[config.mk]
export PLATFORM = sky130hd
export DESIGN_NAME = lsu_mem_ctrl
export DESIGN_NICKNAME = d
export VERILOG_FILES = /design/src/rtl/lsu_mem_ctrl.sv
export SDC_FILE = /design/constraint.sdc
export NUM_CORES = 1
export LEC_CHECK = 0
export ABC_AREA = 1
export CAP_MARGIN = 20
export CORE_MARGIN = 2
export CORE_UTILIZATION = 35
export DETAILED_ROUTE_END_ITERATION = 6
export PLACE_DENSITY_LB_ADDON = 0.08
export SYNTH_ARGS = -nofsm -noshare
export SYNTH_HDL_FRONTEND = slang
export SYNTH_SLANG_ARGS = --single-unit
[constraint.sdc]
create_clock -name clk_i -period 2.2 [get_ports clk_i]
set_input_delay 0.55 -clock clk_i [delete_from_list [all_inputs] [get_ports clk_i]]
set_output_delay 0.55 -clock clk_i [all_outputs]
set_load 0.005 [all_outputs]
[src/rtl/lsu_mem_ctrl.sv]
// -----------------------------------------------------------------------------
// lsu_mem_ctrl
//
// Load/store unit memory controller. Takes one load or store from the pipeline
// at a time, checks alignment, formats byte enables and store data, runs the
// request/grant/response handshake with memory and returns extended load data.
//
// Optional feature (compile-time macro): LSU_TIMEOUT_EN
//   When defined, a response watchdog of TIMEOUT_W bits runs while the access is
//   in REQ or WAIT. On expiry, bus_err_o pulses for one cycle, the memory request
//   is dropped and the access finishes without returning load data.
//   When undefined, there is no watchdog and bus_err_o is tied to 0.
//
// Handshake semantics: mem_req_o stays high with address/enables/data stable
// until a cycle in which mem_gnt_i is high; that cycle is the transfer. After
// the grant, exactly one mem_rvalid_i pulse completes the access (for a store
// it is the write acknowledge). mem_rvalid_i is ignored in every other state.
//
// Ports
//   clk_i, rst_ni          clock, asynchronous active-low reset
//   req_valid_i            pipeline presents an access this cycle
//   req_we_i               1 = store, 0 = load
//   funct3_i[2:0]          access size / signedness
//   addr_i[31:0]           byte address
//   wdata_i[31:0]          store data (right-aligned)
//   flush_i                pipeline flush
//   stall_o                hold the pipeline while an access is in flight
//   rdata_o[31:0]          extended load result (registered)
//   rdata_valid_o          one-cycle pulse when rdata_o holds a new load result
//   misaligned_o           one-cycle pulse: request rejected as misaligned
//   bus_err_o              one-cycle pulse: watchdog expired
//   mem_req_o, mem_we_o    memory request / write
//   mem_addr_o[31:0]       word-aligned address
//   mem_be_o[3:0]          byte enables
//   mem_wdata_o[31:0]      lane-replicated store data
//   mem_gnt_i              memory accepted the request
//   mem_rvalid_i           memory response / write acknowledge
//   mem_rdata_i[31:0]      memory read data
// -----------------------------------------------------------------------------
module lsu_mem_ctrl #(
    parameter int TIMEOUT_W = 8
) (
    input  logic        clk_i,
    input  logic        rst_ni,
    input  logic        req_valid_i,
    input  logic        req_we_i,
    input  logic [2:0]  funct3_i,
    input  logic [31:0] addr_i,
    input  logic [31:0] wdata_i,
    input  logic        flush_i,
    output logic        stall_o,
    output logic [31:0] rdata_o,
    output logic        rdata_valid_o,
    output logic        misaligned_o,
    output logic        bus_err_o,
    output logic        mem_req_o,
    output logic        mem_we_o,
    output logic [31:0] mem_addr_o,
    output logic [3:0]  mem_be_o,
    output logic [31:0] mem_wdata_o,
    input  logic        mem_gnt_i,
    input  logic        mem_rvalid_i,
    input  logic [31:0] mem_rdata_i
);

    typedef enum logic [1:0] {
        ST_IDLE = 2'd0,
        ST_REQ  = 2'd1,
        ST_WAIT = 2'd2,
        ST_DONE = 2'd3
    } state_e;

    state_e      state_q, state_d;
    logic [31:0] addr_q, addr_d;
    logic        we_q, we_d;
    logic [2:0]  f3_q, f3_d;
    logic [3:0]  be_q, be_d;
    logic [31:0] wdata_q, wdata_d;
    logic [31:0] rdata_q, rdata_d;
    // Set when the pipeline flushed after the access was committed to memory;
    // the access still completes but its load result is not reported.
    logic        kill_q, kill_d;

    logic        req_byte, req_half, req_word, req_mis;
    logic        accept, mis_pulse;
    logic [3:0]  be_new;
    logic [31:0] wdata_new;
    logic [31:0] shifted;
    logic [31:0] load_data;
    logic        tmo_fire;
    logic        mem_req;

    // ---------------------------------------------------------------------
    // Request decode. Unknown load codes behave as LW and unknown store codes
    // (including 100/101, which only exist as loads) behave as SW.
    // ---------------------------------------------------------------------
    always_comb begin
        req_byte = (funct3_i == 3'b000) || (!req_we_i && (funct3_i == 3'b100));
        req_half = (funct3_i == 3'b001) || (!req_we_i && (funct3_i == 3'b101));
        req_word = !req_byte && !req_half;
        req_mis  = (req_half && addr_i[0]) || (req_word && (addr_i[1:0] != 2'b00));
    end

    // rst_ni is folded in so the combinational outputs read 0 during reset
    // even if the pipeline is already presenting a request.
    assign mis_pulse = rst_ni && (state_q == ST_IDLE) && req_valid_i && !flush_i && req_mis;
    assign accept    = rst_ni && (state_q == ST_IDLE) && req_valid_i && !flush_i && !req_mis;

    // Byte enables and lane-replicated store data, captured at accept.
    always_comb begin
        be_new    = 4'b1111;
        wdata_new = wdata_i;
        if (req_byte) begin
            be_new    = 4'b0001 << addr_i[1:0];
            wdata_new = {4{wdata_i[7:0]}};
        end else if (req_half) begin
            be_new    = 4'b0011 << {addr_i[1], 1'b0};
            wdata_new = {2{wdata_i[15:0]}};
        end
    end

    // Load data: bring the addressed byte/halfword down to bit 0, then extend.
    always_comb begin
        shifted = mem_rdata_i >> {addr_q[1:0], 3'b000};
        case (f3_q)
            3'b000:  load_data = {{24{shifted[7]}}, shifted[7:0]};
            3'b001:  load_data = {{16{shifted[15]}}, shifted[15:0]};
            3'b100:  load_data = {24'd0, shifted[7:0]};
            3'b101:  load_data = {16'd0, shifted[15:0]};
            default: load_data = shifted;
        endcase
    end

    // ---------------------------------------------------------------------
    // Response watchdog
    // ---------------------------------------------------------------------
`ifdef LSU_TIMEOUT_EN
    // cnt_q counts completed REQ/WAIT cycles of the current access, so
    // cnt_q + 1 is the index of the current cycle. The watchdog fires in the
    // cycle where that index reaches 2^TIMEOUT_W-1.
    localparam logic [TIMEOUT_W-1:0] CNT_LAST = ~TIMEOUT_W'(1);

    logic [TIMEOUT_W-1:0] cnt_q, cnt_d;
    logic                 busy;

    assign busy = (state_q == ST_REQ) || (state_q == ST_WAIT);

    always_comb begin
        cnt_d = '0;
        if (busy) begin
            cnt_d = cnt_q + TIMEOUT_W'(1);
        end
    end

    always_ff @(posedge clk_i or negedge rst_ni) begin
        if (!rst_ni) begin
            cnt_q <= '0;
        end else begin
            cnt_q <= cnt_d;
        end
    end

    // A response arriving in the expiry cycle still wins.
    assign tmo_fire  = busy && (cnt_q == CNT_LAST) &&
                       !((state_q == ST_WAIT) && mem_rvalid_i);
    assign bus_err_o = tmo_fire;
`else
    assign tmo_fire  = 1'b0;
    assign bus_err_o = 1'b0;
`endif

    // ---------------------------------------------------------------------
    // FSM: next state and outputs
    // ---------------------------------------------------------------------
    always_comb begin
        state_d       = state_q;
        addr_d        = addr_q;
        we_d          = we_q;
        f3_d          = f3_q;
        be_d          = be_q;
        wdata_d       = wdata_q;
        rdata_d       = rdata_q;
        kill_d        = kill_q;
        stall_o       = 1'b0;
        misaligned_o  = 1'b0;
        rdata_valid_o = 1'b0;
        mem_req       = 1'b0;

        case (state_q)
            ST_IDLE: begin
                kill_d       = 1'b0;
                misaligned_o = mis_pulse;
                if (accept) begin
                    stall_o = 1'b1;
                    addr_d  = addr_i;
                    we_d    = req_we_i;
                    f3_d    = funct3_i;
                    be_d    = be_new;
                    wdata_d = wdata_new;
                    state_d = ST_REQ;
                end
            end

            ST_REQ: begin
                stall_o = 1'b1;
                if (tmo_fire) begin
                    kill_d  = 1'b1;
                    state_d = ST_DONE;
                end else begin
                    mem_req = 1'b1;
                    if (mem_gnt_i) begin
                        // Once granted, memory owns the access: it must finish.
                        if (flush_i) begin
                            kill_d = 1'b1;
                        end
                        state_d = ST_WAIT;
                    end else if (flush_i) begin
                        state_d = ST_IDLE;
                    end
                end
            end

            ST_WAIT: begin
                stall_o = 1'b1;
                if (flush_i) begin
                    kill_d = 1'b1;
                end
                if (mem_rvalid_i) begin
                    if (!we_q) begin
                        rdata_d = load_data;
                    end
                    state_d = ST_DONE;
                end else if (tmo_fire) begin
                    kill_d  = 1'b1;
                    state_d = ST_DONE;
                end
            end

            ST_DONE: begin
                rdata_valid_o = !we_q && !kill_q && !flush_i;
                state_d       = ST_IDLE;
            end

            default: begin
                state_d = ST_IDLE;
            end
        endcase
    end

    always_ff @(posedge clk_i or negedge rst_ni) begin
        if (!rst_ni) begin
            state_q <= ST_IDLE;
            addr_q  <= '0;
            we_q    <= 1'b0;
            f3_q    <= '0;
            be_q    <= '0;
            wdata_q <= '0;
            rdata_q <= '0;
            kill_q  <= 1'b0;
        end else begin
            state_q <= state_d;
            addr_q  <= addr_d;
            we_q    <= we_d;
            f3_q    <= f3_d;
            be_q    <= be_d;
            wdata_q <= wdata_d;
            rdata_q <= rdata_d;
            kill_q  <= kill_d;
        end
    end

    // Memory-side fields are only driven while a request is on the bus.
    assign mem_req_o   = mem_req;
    assign mem_we_o    = mem_req && we_q;
    assign mem_addr_o  = mem_req ? {addr_q[31:2], 2'b00} : 32'd0;
    assign mem_be_o    = mem_req ? be_q : 4'd0;
    assign mem_wdata_o = mem_req ? wdata_q : 32'd0;
    assign rdata_o     = rdata_q;

endmodule

==> results of run 1 <==
-- layer usage --
layer,vias to the layer above,GRT usage [%]
met5,-,0
met4,0,6.96
met3,20,4.61
met2,188,33.6
met1,2684,28.8
li1,2981,-
-- sequential cells by signal (all words and copies together), names as in the netlist, named ones only --
| register | cells |
|---|---|
| f3_q | 3 |
| wdata_q | 32 |
| rdata_o | 32 |
| be_q | 4 |
| kill_q | 1 |
| we_q | 1 |
| addr_q | 32 |
| state_q | 1 |
-- worst register-to-register path, delay by kind of cell (launching register included) --
kind | cells | cell delay (ns)
buffers and inverters | 4 | 1.08
DFF | 1 | 0.36
and+or+nand+nor | 5 | 0.32
adders and majority gates | 1 | 0.17
-- final cells by class --
cell class,instances,area (sq um),area share [%]
Multi-Input combinational cell,560,2740,30.9
Sequential cell,107,2680,30.2
Timing Repair Buffer,261,2410,27.3
Inverter,119,453,5.12
Tap cell,220,275,3.11
Clock buffer,10,229,2.59
Clock inverter,6,63.8,0.721
-- power by group --
| part | switching [mW] | leakage (nW) | internal (mW) |
|---|---|---|---|
| Sequential | 0.652 | 1.32 | 2.89 |
| Clock | 0.762 | 0.139 | 0.885 |
| Combinational | 2.82 | 3.44 | 2.99 |
-- kinds of logic (layout without fill, tap and decap cells) --
family          after synthesis  in the layout
compound gates               93             93
other cells                   1              3
buf+inv                     163            396
fa+ha+maj                     5              5
simple gates                459            459
flops                       107            107
-- final timing paths --
kind | from | endpoint | slack, ns | depth (start not counted)
setup / recovery | state_q[0]$_DFFE_PN0P_ | mem_addr_o[22] | 0.003 | 8
hold / removal | rst_ni | rdata_o[17]$_DFFE_PN0P_ | 0.30 | 2
setup reg to reg | flip-flop | addr_q[9]$_DFFE_PN0P_ | 0.22 | 10
hold reg to reg | rdata_o[6]$_DFFE_PN0P_ | rdata_o[6]$_DFFE_PN0P_ | 0.48 | 2
max in group asynchronous | rst_ni | rdata_o[30]$_DFFE_PN0P_ | 1.10 | 3
min in group clk_i | rdata_o[6]$_DFFE_PN0P_ | rdata_o[6]$_DFFE_PN0P_ | 0.48 | 2
-- repair_timing --
action                     4_1_cts  5_1_grt
gates cloned                     7        0
buffers inserted                23        1
setup endpoints to repair       71       75
resized for setup              318       71
pin swaps                        4        5
-- cells in the final DEF (no fill, tap or decap), drive strengths merged, types with 3 or more instances in the layout --
cell type	count
clkinv	5
o21bai	16
o21ai	18
nand2	358
dlymetal6s2s	3
a21oi	36
nor2	60
dlygate4sd2	4
nor3	6
conb	3
o31ai	15
buf	103
dfrtp	107
o211ai	7
inv	117
clkbuf	30
nand3	33
clkdlybuf4s50	130
ha	5
==> out/metrics.cfg, run 1 <==
[power]
p_total_mw=11.0
peakVddDrop_uv=515
power.density_nw_per_um2=1240
leakagePower_nw=4.90

[finish]
layout.nets=1169
fin_area_sq_um=8850
fillerInstances=1674
syn_to_final_growth_pct=49.5
final_cells=1283
final_util_pct=53.4
diodes=0
drive_gt1_share_pct=22.2

[clock_network]
cts_buffers=9
clk_pin_slew_ns=0.07
worstSkewPairLatency_ns=0.35
cts_tree=built
cts_hold_buffers=0
cts_buffer_depth=2
clock_sinks=107
htreeDepth=3
clock-root-buffer=clkbuf_16

[timing]
layout_setup_ws_ns=0.00324
slew_headroom_pct=55.7
finClkSkew_ns=0.00551
rsz0062_at_grt=yes
fin_crit_ns=2.20
max_freq_mhz=455
finalSetupTns_ns=0
fin_crit_sh_pct=99.9
worst_slew_pin_slew_ns=0.665
whs_ns=0.300
setup_viol=0
hold_viol_final=0
maxSlewViolCount=0

[worst_setup_path]
crit_slowest_cell=dfrtp_1
end_kind=output pin
required_ns=1.65
worstPathCellList=buf_6 > ha_4 > buf_6 > buf_12 > buf_12 > nand2_2 > inv_1 > buf_2
cp_top_family=buffers and inverters
crit_path_start_kind=flip-flop
slowest_delay_ns=0.40
path_class=flip-flop to output pin
path_buf_inv=6
cp.arrival_ns=1.65
cp_max_fo=6

[synth]
synth.avg_cell_area_sq_um=7.15
synth_compound_area_share_pct=10.1
synthSimpleGateAreaFrac_pct=31.2
synth_commonest_cells=nand2_1 (353), inv_1 (110), dfrtp_1 (107)
synth.most_common_cell=nand2_1
yosysSeqAreaShare_pct=45.2
synth_warnings=0
synth_seq_cells=107
synth_area_leader_cell=dfrtp_1
synth_top_family_by_area=simple AND/OR/NAND/NOR gates
synthXorXnorAreaFrac_pct=0
yosysUniqueCellTypes=33
synth_top_area_share_pct=45.2
synthFlopType=dfrtp_1
syn-cell-area_sq_um=5920
yosys-top-cells-area=dfrtp_1 (45%), nand2_1 (22%), inv_1 (7.0%)
synth_edf_count=0
async_reset_ff_share_pct=100
syn-instance-count=828
synthMuxAreaShare_pct=0
synth_fa_ha_area_share_pct=1.06

[die]
rows=47
initial_core_util_pct=35.7
die_area_sq_um=18000
io_pins=212
die_h_microns=134
core_sq_um=16600
die_w_microns=134

[detailed_routing]
drtIter0Drc=350
met3_wirelength_microns=1350
wl_met1_microns=8470
drt-wirelength-per-cell_microns=14.4
wl_met2_microns=8390
ant_nets=0
totalWireLength_microns=18500
first_pass_iters=4
avgViaCountPerCell=4.58
highest_layer=met4
drc=0
vias=5873

[placement]
preCtsSetupSlack_ns=-0.444
dpl_cell_area_sq_um=8270
port_buffers=208
dp.cells=1244
hpwl_microns=12800
routabilityCongestion=0.843

[global_route]
grt_max_degree=80
antenna_found_initial=0
grt_first_pass_wirelength_microns=29900
grt_use_total_pct=21.2
overflow=0
first_global_vias=5766

[run_status]
status=finished clean

[flow_run]
maxCapViolCount=0

[worst_hold_path]
hp-class=input pin to async pin

Note: power is estimated with default switching activity, not from simulation.
==> run 2, diff against run 1 <==
--- a/config.mk
+++ b/config.mk
@@ -6,6 +6,7 @@
 export NUM_CORES = 1
 export LEC_CHECK = 0
 export ABC_AREA = 1
+export ABC_CLOCK_PERIOD_IN_PS = 2200
 export CAP_MARGIN = 20
 export CORE_MARGIN = 2
 export CORE_UTILIZATION = 35
==> results of run 2 <==
The final DEF is identical to that of run 1; final timing and power are the same.
==> RTL edit: new RTL, settings of run 1 <==
The option `LSU_TIMEOUT_EN` is turned on by a define.
--- a/src/rtl/lsu_mem_ctrl.sv
+++ b/src/rtl/lsu_mem_ctrl.sv
@@ -37,6 +37,8 @@
 //   mem_rvalid_i           memory response / write acknowledge
 //   mem_rdata_i[31:0]      memory read data
 // -----------------------------------------------------------------------------
+`define LSU_TIMEOUT_EN
+
 module lsu_mem_ctrl #(
     parameter int TIMEOUT_W = 8
 ) (
Behaviour: same outputs for any inputs over 4 cycles, from zero or initial values and one cycle with rst_ni low; that may be too few to reach the edited logic, so the function may still have changed.
==> RTL edit against run 1 <==
The flow now finishes with violations (negative setup slack). Setup slack worse by 360 ps. Design area up 6.7%. Clock power up 68%. Sequential cell count up 8. Global-route usage about the same. Clock skew up 5.9 ps. Die area up 4.4%. Total power up 11%. First-iteration DRC count up 16%. Area after synthesis up 4.6%. Routed wire length up 7.5%.
==> RTL edit: results (changes against run 1) <==
outcome=finished, violations left; failing checks=negative setup slack; initial antenna violation count=1 (+1); post-CTS resize count=134 (-58%); Clock net power=2.78 mW (+68%); Global Route met1 Usage=0.284 (-0.00396); Clock Skew=11.4 ps (+5.92 ps); number of fillers in the final layout=1673 (-0.060%); adder-cell share of the synthesized area=0.0162 (+0.00560); top sig layer=met5; FF-to-FF setup slack=320 ps (+100 ps); Final nets=1178 (+0.77%); number of library cell types mapped by synthesis=39 (+18%); M2 GR Usage=0.339 (+0.00296); cell leakage power=4.79 nW (-2.2%); Final setup viols=69 (+69); met1 wire length=8.90 mm (+5.1%); P_comb=5.93 mW (+2%); first-pass GRT wire length=30.5 mm (+1.9%); via count=6116 (+4.1%); 1st-iter DRT viols=406 (+16%); final WL=19.9 mm (+7.5%); dpl cell area=8610 µm² (+4.1%); I/O Buffers=209 (+0.48%); Final Instance Count excl. Fillers=1301 (+1.4%); top post-synthesis cells by area=dfrtp_1 (46%), nand2_1 (12%), inv_1 (7.2%); RR Endpoint=rdata_o[26]; post-route setup slack=-357 ps (-361 ps)
==> RTL edit: changes by cell type after synthesis, sizes merged, moves of 6 or more <==
cell | before | now
nand3 | 33 | 61
o21bai | 16 | 1
nand2 | 358 | 202
a22oi | 0 | 8
a31oi | 0 | 17
inv | 116 | 122
dfrtp | 107 | 115
o31ai | 15 | 8
nor2 | 60 | 108
o21ai | 18 | 70
a21oi | 36 | 28
==> RTL edit: cells by family (layout without fill, tap and decap cells) <==
logic type      after synthesis  count (layout)
compound gates              146             146
simple gates                379             379
other cells                   1               2
flops                       115             115
buf+inv                     171             426
fa+ha+maj                     8               8
==> RTL edit: area by class of cell <==
class,count,area [µm²],share of cell area
sequential,115,2880,0.305
multi-input combinational,535,2690,0.285
timing repair buffer,272,2540,0.268
inverter,123,468,0.0495
clock buffer,21,460,0.0487
tap,225,282,0.0298
clock inverter,10,133,0.0140
